==> src/rtl/lcd_seg_scanner.sv <==
// LCD segment/common scanner for the Game & Watch CPU cores.
// Every common phase (COM_TICKS tick strobes) it reads NUM_SEG display nibbles from
// CPU RAM, keeps the bit for the selected common of each nibble in a shadow register,
// and then updates the segment, common and Bs outputs together in a single clock.
//
// Ports:
//   clk, rst    system clock, synchronous active-high reset
//   tick        one-clk time-base strobe
//   bp_en, bc   backplane enable / blank request, sampled at commit
//   l_reg,y_reg Bs source and mask, sampled at commit
//   ram_rd      read strobe, one clk per address
//   ram_addr    display RAM read address
//   ram_data    read nibble, valid the clk after ram_rd
//   seg_out     segment drive for the current common
//   com_out     one-hot common select
//   bs_out      Bs output for the current common
//   frame_done  one-clk pulse when the last common is committed
//   overrun     sticky: a phase boundary arrived while a fetch was in progress
module lcd_seg_scanner #(
  parameter int unsigned       NUM_COM   = 4,
  parameter int unsigned       NUM_SEG   = 32,
  parameter int unsigned       RAM_AW    = 7,
  parameter logic [RAM_AW-1:0] DISP_BASE = 7'h60,
  parameter int unsigned       COM_TICKS = 512
) (
  input  logic                clk,
  input  logic                rst,
  input  logic                tick,
  input  logic                bp_en,
  input  logic                bc,
  input  logic [3:0]          l_reg,
  input  logic [3:0]          y_reg,
  output logic                ram_rd,
  output logic [RAM_AW-1:0]   ram_addr,
  input  logic [3:0]          ram_data,
  output logic [NUM_SEG-1:0]  seg_out,
  output logic [NUM_COM-1:0]  com_out,
  output logic                bs_out,
  output logic                frame_done,
  output logic                overrun
);

  localparam int unsigned CW = (NUM_COM > 1) ? $clog2(NUM_COM) : 1;
  localparam int unsigned JW = (NUM_SEG > 1) ? $clog2(NUM_SEG) : 1;
  localparam int unsigned TW = $clog2(COM_TICKS);

  typedef enum logic [1:0] {StIdle, StFetch, StCommit} state_e;

  state_e              state_q, state_d;
  logic [TW-1:0]       tcnt_q, tcnt_d;
  logic [CW-1:0]       cidx_q, cidx_d;
  logic [CW-1:0]       nidx_q, nidx_d;
  logic [JW-1:0]       rd_j_q, rd_j_d;
  logic                ram_rd_q, ram_rd_d;
  logic [RAM_AW-1:0]   ram_addr_q, ram_addr_d;
  logic                cap_q, cap_d;
  logic [JW-1:0]       cap_j_q, cap_j_d;
  logic [NUM_SEG-1:0]  shadow_q, shadow_d;
  logic [NUM_SEG-1:0]  seg_q, seg_d;
  logic [NUM_COM-1:0]  com_q, com_d;
  logic                bs_q, bs_d;
  logic                fd_q, fd_d;
  logic                ovr_q, ovr_d;

  logic                boundary;
  logic [CW-1:0]       nidx_next;
  logic [1:0]          nidx_sel;
  logic [3:0]          bs_vec;

  assign boundary  = tick && (tcnt_q == TW'(COM_TICKS - 1));
  // A blanking commit parks cidx at the last common, so this also restarts at common 0.
  assign nidx_next = (cidx_q == CW'(NUM_COM - 1)) ? '0 : cidx_q + CW'(1);
  assign nidx_sel  = 2'(nidx_q);
  assign bs_vec    = l_reg & ~y_reg;

  always_comb begin
    state_d    = state_q;
    tcnt_d     = tcnt_q;
    cidx_d     = cidx_q;
    nidx_d     = nidx_q;
    rd_j_d     = rd_j_q;
    ram_rd_d   = ram_rd_q;
    ram_addr_d = ram_addr_q;
    cap_d      = 1'b0;
    cap_j_d    = rd_j_q;
    shadow_d   = shadow_q;
    seg_d      = seg_q;
    com_d      = com_q;
    bs_d       = bs_q;
    fd_d       = 1'b0;
    ovr_d      = ovr_q;

    if (tick) begin
      tcnt_d = boundary ? '0 : tcnt_q + TW'(1);
    end

    unique case (state_q)
      StIdle: begin
        if (boundary) begin
          state_d    = StFetch;
          nidx_d     = nidx_next;
          ram_rd_d   = 1'b1;
          ram_addr_d = DISP_BASE;
          rd_j_d     = '0;
        end
      end
      StFetch: begin
        if (boundary) begin
          ovr_d = 1'b1;
        end
        // Read issue: the RAM samples ram_rd/ram_addr at the edge; data arrives a clk later.
        if (ram_rd_q) begin
          cap_d   = 1'b1;
          cap_j_d = rd_j_q;
          if (rd_j_q == JW'(NUM_SEG - 1)) begin
            ram_rd_d = 1'b0;
          end else begin
            rd_j_d     = rd_j_q + JW'(1);
            ram_addr_d = ram_addr_q + RAM_AW'(1);
          end
        end
        if (cap_q) begin
          shadow_d[cap_j_q] = ram_data[nidx_sel];
          if (cap_j_q == JW'(NUM_SEG - 1)) begin
            state_d = StCommit;
          end
        end
      end
      StCommit: begin
        if (boundary) begin
          ovr_d = 1'b1;
        end
        state_d = StIdle;
        if (bp_en && !bc) begin
          seg_d  = shadow_q;
          com_d  = NUM_COM'(1) << nidx_q;
          bs_d   = bs_vec[nidx_sel];
          cidx_d = nidx_q;
          fd_d   = (nidx_q == CW'(NUM_COM - 1));
        end else begin
          seg_d  = '0;
          com_d  = '0;
          bs_d   = 1'b0;
          cidx_d = CW'(NUM_COM - 1);
        end
      end
      default: state_d = StIdle;
    endcase
  end

  always_ff @(posedge clk) begin
    if (rst) begin
      state_q    <= StIdle;
      tcnt_q     <= '0;
      cidx_q     <= CW'(NUM_COM - 1);
      nidx_q     <= '0;
      rd_j_q     <= '0;
      ram_rd_q   <= 1'b0;
      ram_addr_q <= '0;
      cap_q      <= 1'b0;
      cap_j_q    <= '0;
      shadow_q   <= '0;
      seg_q      <= '0;
      com_q      <= '0;
      bs_q       <= 1'b0;
      fd_q       <= 1'b0;
      ovr_q      <= 1'b0;
    end else begin
      state_q    <= state_d;
      tcnt_q     <= tcnt_d;
      cidx_q     <= cidx_d;
      nidx_q     <= nidx_d;
      rd_j_q     <= rd_j_d;
      ram_rd_q   <= ram_rd_d;
      ram_addr_q <= ram_addr_d;
      cap_q      <= cap_d;
      cap_j_q    <= cap_j_d;
      shadow_q   <= shadow_d;
      seg_q      <= seg_d;
      com_q      <= com_d;
      bs_q       <= bs_d;
      fd_q       <= fd_d;
      ovr_q      <= ovr_d;
    end
  end

  assign ram_rd     = ram_rd_q;
  assign ram_addr   = ram_addr_q;
  assign seg_out    = seg_q;
  assign com_out    = com_q;
  assign bs_out     = bs_q;
  assign frame_done = fd_q;
  assign overrun    = ovr_q;

endmodule

==> config.mk <==
export PLATFORM = sky130hd
export DESIGN_NAME = lcd_seg_scanner
export DESIGN_NICKNAME = d
export VERILOG_FILES = /design/src/rtl/lcd_seg_scanner.sv
export SDC_FILE = /design/constraint.sdc
export NUM_CORES = 1
export LEC_CHECK = 0
export BUFFER_PORTS_ARGS = -buffer_cell sky130_fd_sc_hd__buf_4
export CAP_MARGIN = 10
export CORE_UTILIZATION = 60
export DETAILED_ROUTE_END_ITERATION = 6
export PLACE_DENSITY = 0.8
export RECOVER_POWER = 100
export SLEW_MARGIN = 20
export SYNTH_ARGS = -nofsm -noshare
export SYNTH_HDL_FRONTEND = slang
export SYNTH_SLANG_ARGS = --single-unit
==> constraint.sdc <==
create_clock -name clk -period 3.2 [get_ports clk]
set_input_delay 0.16 -clock clk [delete_from_list [all_inputs] [get_ports clk]]
set_output_delay 0.16 -clock clk [all_outputs]
set_load 0.02 [all_outputs]
==> run metrics, run 1 <==
Post-synth ARST share 0%; Reg2Reg Depth 7; min-delay worst type input pin to register; Setup crit end kind register; H-tree depth 3; Syn Inst Count around 500; failing checks max-capacitance violations, max-slew violations; Slew @ Worst Pin ~1700 ps; Critical R2R Capture com_out[3]; #FFs+latches synth between 100 and 150; Final nets 564; ANT nets after route 0; total global-route track usage 24.92%; hold_sp tick; Post-DP Area about 4700 µm²; global-route wire length before repair 14790 µm; post-DP HPWL around 5800 µm; row cnt 30; pwr dens ~450 nW/µm²; Pre-antenna DRT Iters 4; crit share post-route 77.75%; clock-pin slew on the worst setup and hold paths approximately 90 ps; worst setup path category register to register; layout cells sized above 1 6.839%; DIE WIDTH about 87 µm; DR WL/cell about 14 µm; initial antenna violation count 0; status complete, but fails checks; CP required roughly 3500 ps; Tmin final roughly 2500 ps; Filler cells around 580; slowest stage cell, crit path clkbuf_1; post-synthesis sequential area ratio approximately half; Max VDD drop about 0.36 mV; Avg Cell Area, Syn 8.657 µm²; Max FO, Critical Path 33; largest net degree at the start of global routing 92; startpoint types register; area delta synth->final 10.14%; clock buffer depth 2; Initial Utilization a little over three fifths; CTS root buffer clkbuf_8; Storage cell area 2102 µm²; max-slew violations about 130; Hold Path Stages 3; Post-CTS Setup Inserts 0; Worst-Skew Late Latency 360 ps; Final Instance Area 4730 µm²; vias in the first global route roughly 3400; Pleak between 1.5 and 2 nW; Max Fclk 0.4019 GHz; WP data arrival about 2800 ps; worst setup skew after layout 11.49 ps; most frequent cells in the layout dfxtp_1 (105), nor2_1 (74), nand2_1 (52), clkbuf_1 (51), a21oi_1 (44); port bufs 63; Hold Vio Cnt, Final 0; Hold-fix buffers, CTS 0; drt drc 0; vias per cell 5.612; area of the multi-input gates around 2000 µm²; Synthesis Warnings 0; GPL Wtd Cong 0.8087; cell area after synthesis 4294 µm²; post-CTS sizing 0; ant diodes 0; reg2reg start state_q[0]; Die H 86.60 µm; Num CTS Buffers 9; worst hold endpoint tcnt_q[1]; Reg2Reg Setup Slack 710 ps; core box area 6869 µm²; max_slew headroom -15.70%; Fin Setup TNS 0 ps; MaxCap Viol Count 2; via count 3575; full die area roughly 7500 µm²; Netlist cell types 46; # clock sinks roughly 110; most common cell after layout, fill and taps aside dfxtp_1; CTS tree yes; grt ovf 0; RSZ-0062 raised after global routing no; syn nets between 500 and 600; number of DRC markers in iteration 0 185; Synth Flop Type dfxtp_1; Post-Route WL a little under 9000 µm; CP cell instances inv_1 -> ha_1 -> nand2_1 -> nor2_2 -> clkbuf_1 -> nand3_1 -> a21oi_1; Setup-failing EPs final 0; Post-synth EDFFs 0; IO Count 64; slowest stage delay, CP approximately 1100 ps
-- per-layer routing --
metal	GRT usage (%)	up-vias	routed length, µm
li1	-	1799	-
met1	29.55	1691	3962
met2	44.73	75	4540
met3	3.810	10	295
met4	10.76	0	123
met5	0	-	0
-- worst max-delay path, delay by kind of cell, from the launching register on --
kind	cells	cell delay (ps)
buf+inv	2	1220
simple gates	3	390
flops	1	350
fa+ha+maj	1	260
compound gates	1	170
-- power breakdown --
part	internal (mW)	total [mW]	leakage, nW	switching [mW]
Combinational	0.0211	0.0544	0.666	0.0334
Sequential	1.31	1.31	0.846	0.00233
Clock	0.330	0.759	0.0898	0.430
Total	1.66	2.12	1.60	0.465
-- synthesized netlist by cell type (2+ instances only) --
library cell,count,area (µm²)
dfxtp_1,105,2102
nor2_1,75,281.5
nand2_1,52,195.2
a21oi_1,44,220.2
a22oi_1,32,240.2
o21ai_0,28,140.1
clkbuf_1,26,97.59
nand3_1,20,100.1
ha_1,11,137.6
nor2b_1,10,62.56
mux2i_1,9,90.09
nand2b_1,9,56.30
or3_1,9,56.30
buf_2,6,30.03
inv_1,5,18.77
nand4_1,5,31.28
nand3b_1,4,30.03
xnor2_1,4,35.03
a31oi_1,3,18.77
nor3b_2,3,37.54
xor2_1,3,26.28
a211o_1,2,17.52
and3_1,2,12.51
and4b_1,2,20.02
buf_1,2,7.510
buf_6,2,22.52
nand4b_1,2,17.52
nor3_1,2,10.01
o22ai_1,2,12.51
-- per-stage QoR --
stage | setup slack (ps) | hold slack (ps) | util [%] | total power [mW] | instances
2_1_floorplan | 1164 | 403.4 | - | 1.377 | 496
3_3_place_gp | 997.8 | 443.6 | 69.11 | 1.395 | 621
3_5_place_dp | 886.9 | 447.0 | 69.11 | 1.396 | 621
4_1_cts | 844.4 | 138.3 | 71.79 | 2.136 | 637
5_1_grt | 429.3 | 164.4 | 68.85 | 2.197 | 637
6_report | 712.0 | 140.4 | 68.85 | 2.124 | 637
-- cell type report --
| class | count | share of cell area [%] |
|---|---|---|
| multi-input cells | 349 | 42.28 |
| flip-flops and latches | 105 | 44.44 |
| well taps | 96 | 2.540 |
| clock inverters | 3 | 0.5291 |
| inverters | 6 | 0.4762 |
| clock buffers | 13 | 3.360 |
| repair buffers | 65 | 6.376 |
-- state kept, by name (all words and copies together) (netlist names), 2 cells and up --
name and count:
ram_addr 7, cap_j_q 5, com_out 4, nidx_q 2, rd_j_q 5, state_q 2, shadow_q 32, cidx_q 2
seg_out 32, tcnt_q 9
-- cells by family (layout without fill, tap and decap cells) --
kind of cell | count (synthesis) | after routing | share of synthesized area [%]
xor+xnor | 7 | 7 | 1.428
flops | 105 | 105 | 48.95
simple gates | 202 | 202 | 22.70
compound gates | 119 | 119 | 16.90
fa+ha+maj | 11 | 11 | 3.205
mux | 10 | 10 | 2.622
buf+inv | 42 | 87 | 4.196
-- worst max path at each step --
stage	endpoint	slack [ps]	cells past startpoint	from
finish	com_out[3]	710	7	state_q[0]
global route	com_out[3]	430	7	state_q[0]
CTS	ram_addr[4]	840	7	rd_j_q[0]
detailed placement	ram_addr[4]	890	7	rd_j_q[0]
global placement	ram_addr[4]	1000	7	rd_j_q[0]
floorplan	ram_addr[4]	1160	7	rd_j_q[0]
Power figures use the tool's default switching activity.
==> run 2: changes to the inputs <==
Settings changed: CORE_UTILIZATION 60 to 51, PLACE_DENSITY 0.8 to 0.72.
Clock period 3.2 ns to 2.2 ns, I/O delays scaled along.
==> run 2 against run 1 <==
  * The run now ends clean
  * Global-route usage is 3.6 points lower
  * Final cell count increased by 3.0%
  * Power is 45% higher
  * Clock power increased by 45%
  * Hold slack lost 50 ps
  * Clock skew is 3.9 ps lower
  * Critical path type unchanged
  * Largest power group unchanged
==> run metrics, run 2 (synthesized netlist as in run 1, its figures left out) <==
H-tree depth 3 (unchanged); Die H 93.76 µm (+8.3%); Tmin final 2102 ps (-386.2 ps); post-DP HPWL 5963 µm (+3.2%); min-delay worst type input pin to register; largest net degree at the start of global routing 41 (-55%); GPL Wtd Cong 0.7771 (-3.9%); Max VDD drop 0.4044 mV (+12%); Pre-antenna DRT Iters 5 (+1); ANT nets after route 0 (unchanged); core box area 8175 µm² (+19%); # clock sinks 105 (unchanged); internal power 2.403 mW (+45%); slowest stage cell, crit path or4_1; grt ovf 0 (unchanged); Crit path buffers/inverters 0 (-2); crit share post-route 95.54% (+18 points); CTS tree yes; worst hold endpoint tcnt_q[1]; CP cell instances ha_1 -> and3_1 -> ha_2 -> nand2b_4 -> a211o_1 -> or4_1 -> a21oi_2; Hold Path Stages 3 (unchanged); Pleak 1.642 nW (+2.5%); register share of total power 61.8% (about the same); DIE WIDTH 93.76 µm (+8.3%); Setup-failing EPs final 0 (unchanged); via count 3578 (+0.084%); Final Core Density 59.18% (-9.7 points); WP data arrival 2400 ps (-350 ps); full die area 8791 µm² (+17%); most common cell after layout, fill and taps aside dfxtp_1; vias in the first global route 3177 (-6.6%); clock-pin slew on the worst setup and hold paths 90 ps (about the same); Reg2Reg Setup Slack 100 ps (-610 ps); vias per cell 5.454 (-2.8%); CP required 2490 ps (-970 ps); pwr dens 637.6 nW/µm² (+42%); CP top delay family simple AND/OR/NAND/NOR gates; area of the multi-input gates 2031 µm² (+1.6%); Clk pwr share 35.5% (-0.2 points); slowest stage delay, CP 500 ps (-610 ps); Post-Route WL 8937 µm (+0.18%); Final Instance Area 4838 µm² (+2.3%); worst setup skew after layout 7.579 ps (-3.910 ps); ant diodes 0 (unchanged); initial antenna violation count 0 (unchanged); status finished clean; layout cells sized above 1 10.53% (+3.7 points); max-slew violations 0 (-100%); startpoint types register; number of DRC markers in iteration 0 145 (-22%); Post-DP Area 4833 µm² (+1.8%); Max Fclk 0.4758 GHz (+18%); Initial Utilization 52.53% (-10 points); Num CTS Buffers 9 (unchanged); global-route wire length before repair 14870 µm (+0.51%); Reg2Reg Depth 7 (unchanged); Final nets 575 (+2.0%); Worst-Skew Late Latency 360 ps (about the same); MaxCap Viol Count 0 (-2); Storage cell area 2105 µm² (+0.12%); Critical R2R Capture ram_addr[4]; total global-route track usage 21.28% (-3.6 points); CTS root buffer clkbuf_8; reg2reg start rd_j_q[1]; Hold Vio Cnt, Final 0 (unchanged); hold_sp tick; Max FO, Critical Path 5 (-85%); max_slew headroom 28.42% (+44 points); Combinational Power Share 2.7% (about the same); worst setup path category register to register; IO Count 64 (unchanged); area delta synth->final 12.67%; Filler cells 789 (+35%); Switch Pwr 0.6821 mW (+47%); row cnt 33 (+10%); most frequent cells in the layout dfxtp_1 (103), nor2_1 (73), nand2_1 (52), clkbuf_1 (51), a21oi_1 (42); port bufs 63 (unchanged); switch share 22.11% (+0.20 points); Slew @ Worst Pin 1074 ps (-661.8 ps); DR WL/cell 13.62 µm (-2.7%); drt drc 0 (unchanged); Fin Setup TNS 0 ps (unchanged); clock buffer depth 2 (unchanged); Setup crit end kind register
-- run 2: layout make-up --
class                           instances  area share (%)
Sequential cell                       105           43.50
Multi-Input combinational cell        349           41.97
Timing Repair Buffer                   76           7.629
Clock buffer                           11           3.129
Tap cell                              105           2.715
Clock inverter                          4          0.5948
Inverter                                6          0.4655
-- run 2: per-stage QoR --
step                      worst slack (ps)  cells  power [mW]  hold WS [ps]
after floorplan                      163.7    496       2.003         353.4
after global placement               62.83    640       2.034         443.7
after detailed placement            -34.86    640       2.035         453.1
after CTS                            38.13    656       3.116         89.78
after global routing              -0.09126    656       3.203         104.4
final                                98.21    656       3.085         90.19
-- run 2: how the worst max path moves through the flow --
stage | slack [ps] | endpoint | cells after the start | startpoint
floorplan | 160 | ram_addr[4] | 7 | rd_j_q[0]
global placement | 60 | ram_addr[4] | 7 | rd_j_q[0]
detailed placement | -30 | ram_addr[4] | 7 | rd_j_q[1]
CTS | 40 | ram_addr[4] | 7 | rd_j_q[1]
global route | -0.09 | rd_j_q[3] | 8 | rd_j_q[0]
finish | 100 | ram_addr[4] | 7 | rd_j_q[1]
-- run 2: power by group through the flow --
stage / clock network, mW / registers, mW / logic, mW
after floorplan: 0 / 1.95 / 0.0532
after global placement: 0 / 1.95 / 0.0833
after global routing: 1.20 / 1.91 / 0.0904
after detailed placement: 0 / 1.95 / 0.0843
after CTS: 1.13 / 1.91 / 0.0842
final: 1.10 / 1.91 / 0.0824
-- run 2: what timing repair did --
action	CTS	global route
gates resized for setup	0	10
setup endpoints to repair	2	7
buffers inserted	1	0
hold buffers	0	0
endpoints found under the hold margin	0	0
pin swaps	1	2
-- run 2: worst reg2reg max path, delay by kind of cell, from the launching register on --
| family | cells | cell delay, ps |
|---|---|---|
| AND/OR/NAND/NOR | 3 | 840 |
| AO/OA/AOI/OAI | 2 | 500 |
| adder cells (fa/ha/maj) | 2 | 370 |
| flip-flops | 1 | 330 |
-- run 2: per-layer routing --
layer	share of wire [%]	up-vias	global-route usage, %
li1	-	1825	-
met5	0	-	0
met2	49	53	36.01
met3	3.7	10	4.207
met4	1.4	0	7.949
met1	46	1690	26.65
==> run 3: changes to the inputs <==
Settings changed: SETUP_SLACK_MARGIN set to 0.15.
==> run 3 against run 2 <==
  * Sequential share of layout area shrank 0.87 points
  * Die area is the same
  * Power grew 0.11%
  * Wire length grew 2.6%
  * Highest routed layer unchanged
  * Largest power group unchanged
  * Clock skew shrank 0.71 ps
  * Count of clock-buffer cells in the layout is the same
==> run metrics, run 3 (synthesized netlist as in run 1, its figures left out) <==
ant diodes 0 (unchanged); area of the multi-input gates 2103 µm² (+3.6%); crit share post-route 92.25% (-3.3 points); vias in the first global route 3187 (+0.31%); Initial Utilization 52.53% (unchanged); full die area 8791 µm² (unchanged); Clk pwr share 35.5% (about the same); H-tree depth 3 (unchanged); CTS tree yes; Max FO, Critical Path 5 (unchanged); internal power 2.404 mW (about the same); Worst-Skew Late Latency 360 ps (about the same); register share of total power 61.8% (about the same); Filler cells 770 (-2.4%); Max VDD drop 0.4031 mV (-0.33%); number of DRC markers in iteration 0 172 (+19%); final critical-path setup slack 170.6 ps (+72.36 ps); total global-route track usage 21.43% (+0.16 points); worst setup path category register to register; Pre-antenna DRT Iters 4 (-1); pre-CTS setup slack -34.86 ps (unchanged); switch share 22.17% (+0.055 points); Reg2Reg Setup Slack 170 ps (+70 ps); Pleak 1.659 nW (+1.0%); global-route wire length before repair 14950 µm (+0.56%); Slew @ Worst Pin 1082 ps (+7.967 ps); Cells after DPL 640 (unchanged); hold_sp tick; post-DP HPWL 5963 µm (unchanged); min-delay worst type input pin to register; CP required 2500 ps (about the same); status finished clean; pwr dens 624.1 nW/µm² (-2.1%); Storage cell area 2110 µm² (+0.24%); ANT nets after route 0 (unchanged); Num CTS Buffers 9 (unchanged); # clock sinks 105 (unchanged); area delta synth->final 15.24%; grt ovf 0 (unchanged); Tot Pwr 3.088 mW (+0.11%); fin cells 661 (+0.76%); Combinational Power Share 2.7% (about the same); Reg2Reg Depth 8 (+1); Final nets 580 (+0.87%); RSZ-0062 raised after global routing yes; row cnt 33 (unchanged); core box area 8175 µm² (unchanged); crit path to rd_j_q[3]; most common cell after layout, fill and taps aside dfxtp_1; DR WL/cell 13.87 µm (+1.8%); largest net degree at the start of global routing 41 (unchanged); via count 3633 (+1.5%); Hold Vio Cnt, Final 0 (unchanged); IO Count 64 (unchanged); startpoint types register; Post-DP Area 4833 µm² (unchanged); reg2reg start rd_j_q[1]; layout cells sized above 1 12.41% (+1.9 points); max_slew headroom 27.89% (-0.53 points); MaxCap Viol Count 0 (unchanged); Final Instance Area 4949 µm² (+2.3%); Switch Pwr 0.6845 mW (+0.36%); vias per cell 5.496 (+0.77%); port bufs 63 (unchanged); Max Fclk 0.4927 GHz (+3.6%); DIE WIDTH 93.76 µm (unchanged); GPL Wtd Cong 0.7771 (unchanged); worst setup skew after layout 6.867 ps (-0.7117 ps); Post-Route WL 9165 µm (+2.6%); Critical R2R Capture rd_j_q[3]; WP data arrival 2330 ps (-70 ps); initial antenna violation count 0 (unchanged); clock buffer depth 2 (unchanged); Hold WS 98.93 ps (+8.733 ps); drt drc 0 (unchanged); clock-pin slew on the worst setup and hold paths 90 ps (about the same); CTS root buffer clkbuf_8; max-slew violations 0 (unchanged); Setup-failing EPs final 0 (unchanged); most frequent cells in the layout dfxtp_1 (103), nor2_1 (74), clkbuf_1 (53), nand2_1 (52), a21oi_1 (42); Tmin final 2029 ps (-72.36 ps); Die H 93.76 µm (unchanged); Setup crit end kind register; Critical path origin rd_j_q[1]
-- run 3: changes by cell type in the layout (fill, tap and decap cells not counted), moves of 2 or more --
cell	previous run	this run
ha_4	0	4
ha_1	9	6
buf_4	21	25
dfxtp_4	0	2
dfxtp_2	2	0
clkbuf_1	51	53
-- run 3: final cells by class --
class	instances	share of cell area, %
Clock buffer	11	3.059
Clock inverter	4	0.5815
Inverter	6	0.4551
Multi-Input combinational cell	349	42.50
Sequential cell	105	42.63
Tap cell	105	2.655
Timing Repair Buffer	81	8.116
-- run 3: per-stage QoR --
| stage | TNS [ps] | util (%) |
|---|---|---|
| after floorplan | 0 | - |
| after global placement | 0 | 59.12 |
| after detailed placement | -34.86 | 59.12 |
| after CTS | 0 | 61.66 |
| after global routing | 0 | 60.53 |
| final | 0 | 60.53 |
-- run 3: routing by layer --
metal	routed length [µm]	part of all wire, %	GRT usage [%]
met5	0	0	0
met4	129	1.4	7.949
met1	4094	45	26.80
met3	408	4.5	4.207
met2	4534	49	36.37
-- run 3: repair_timing --
| action | CTS | global route |
|---|---|---|
| gates resized for setup | 9 | 22 |
| buffers inserted | 1 | 5 |
| pin swaps | 4 | 14 |
| hold buffers | 0 | 0 |
| endpoints found under the setup margin | 7 | 18 |
-- run 3: power by group through the flow --
stage                     Clock [mW]  Combinational [mW]  Sequential [mW]
final                           1.10              0.0842             1.91
after global routing            1.20              0.0924             1.91
after CTS                       1.13              0.0845             1.91
after detailed placement           0              0.0843             1.95
after global placement             0              0.0833             1.95
after floorplan                    0              0.0532             1.95
-- run 3: worst min-delay path by stage --
stage / end / cells after the start
detailed placement: shadow_q[9] / 2
global route: tcnt_q[1] / 3
global placement: shadow_q[18] / 2
CTS: tcnt_q[1] / 3
floorplan: frame_done / 3
finish: tcnt_q[1] / 3
-- run 3: worst max-delay path, cell delays in order (launching register included) --
cell	delay, ps
dfxtp_1	350
ha_4	170
and3_4	180
ha_4	150
nand2b_4	150
a211o_1	310
clkbuf_2	170
or3_1	370
a21oi_2	130
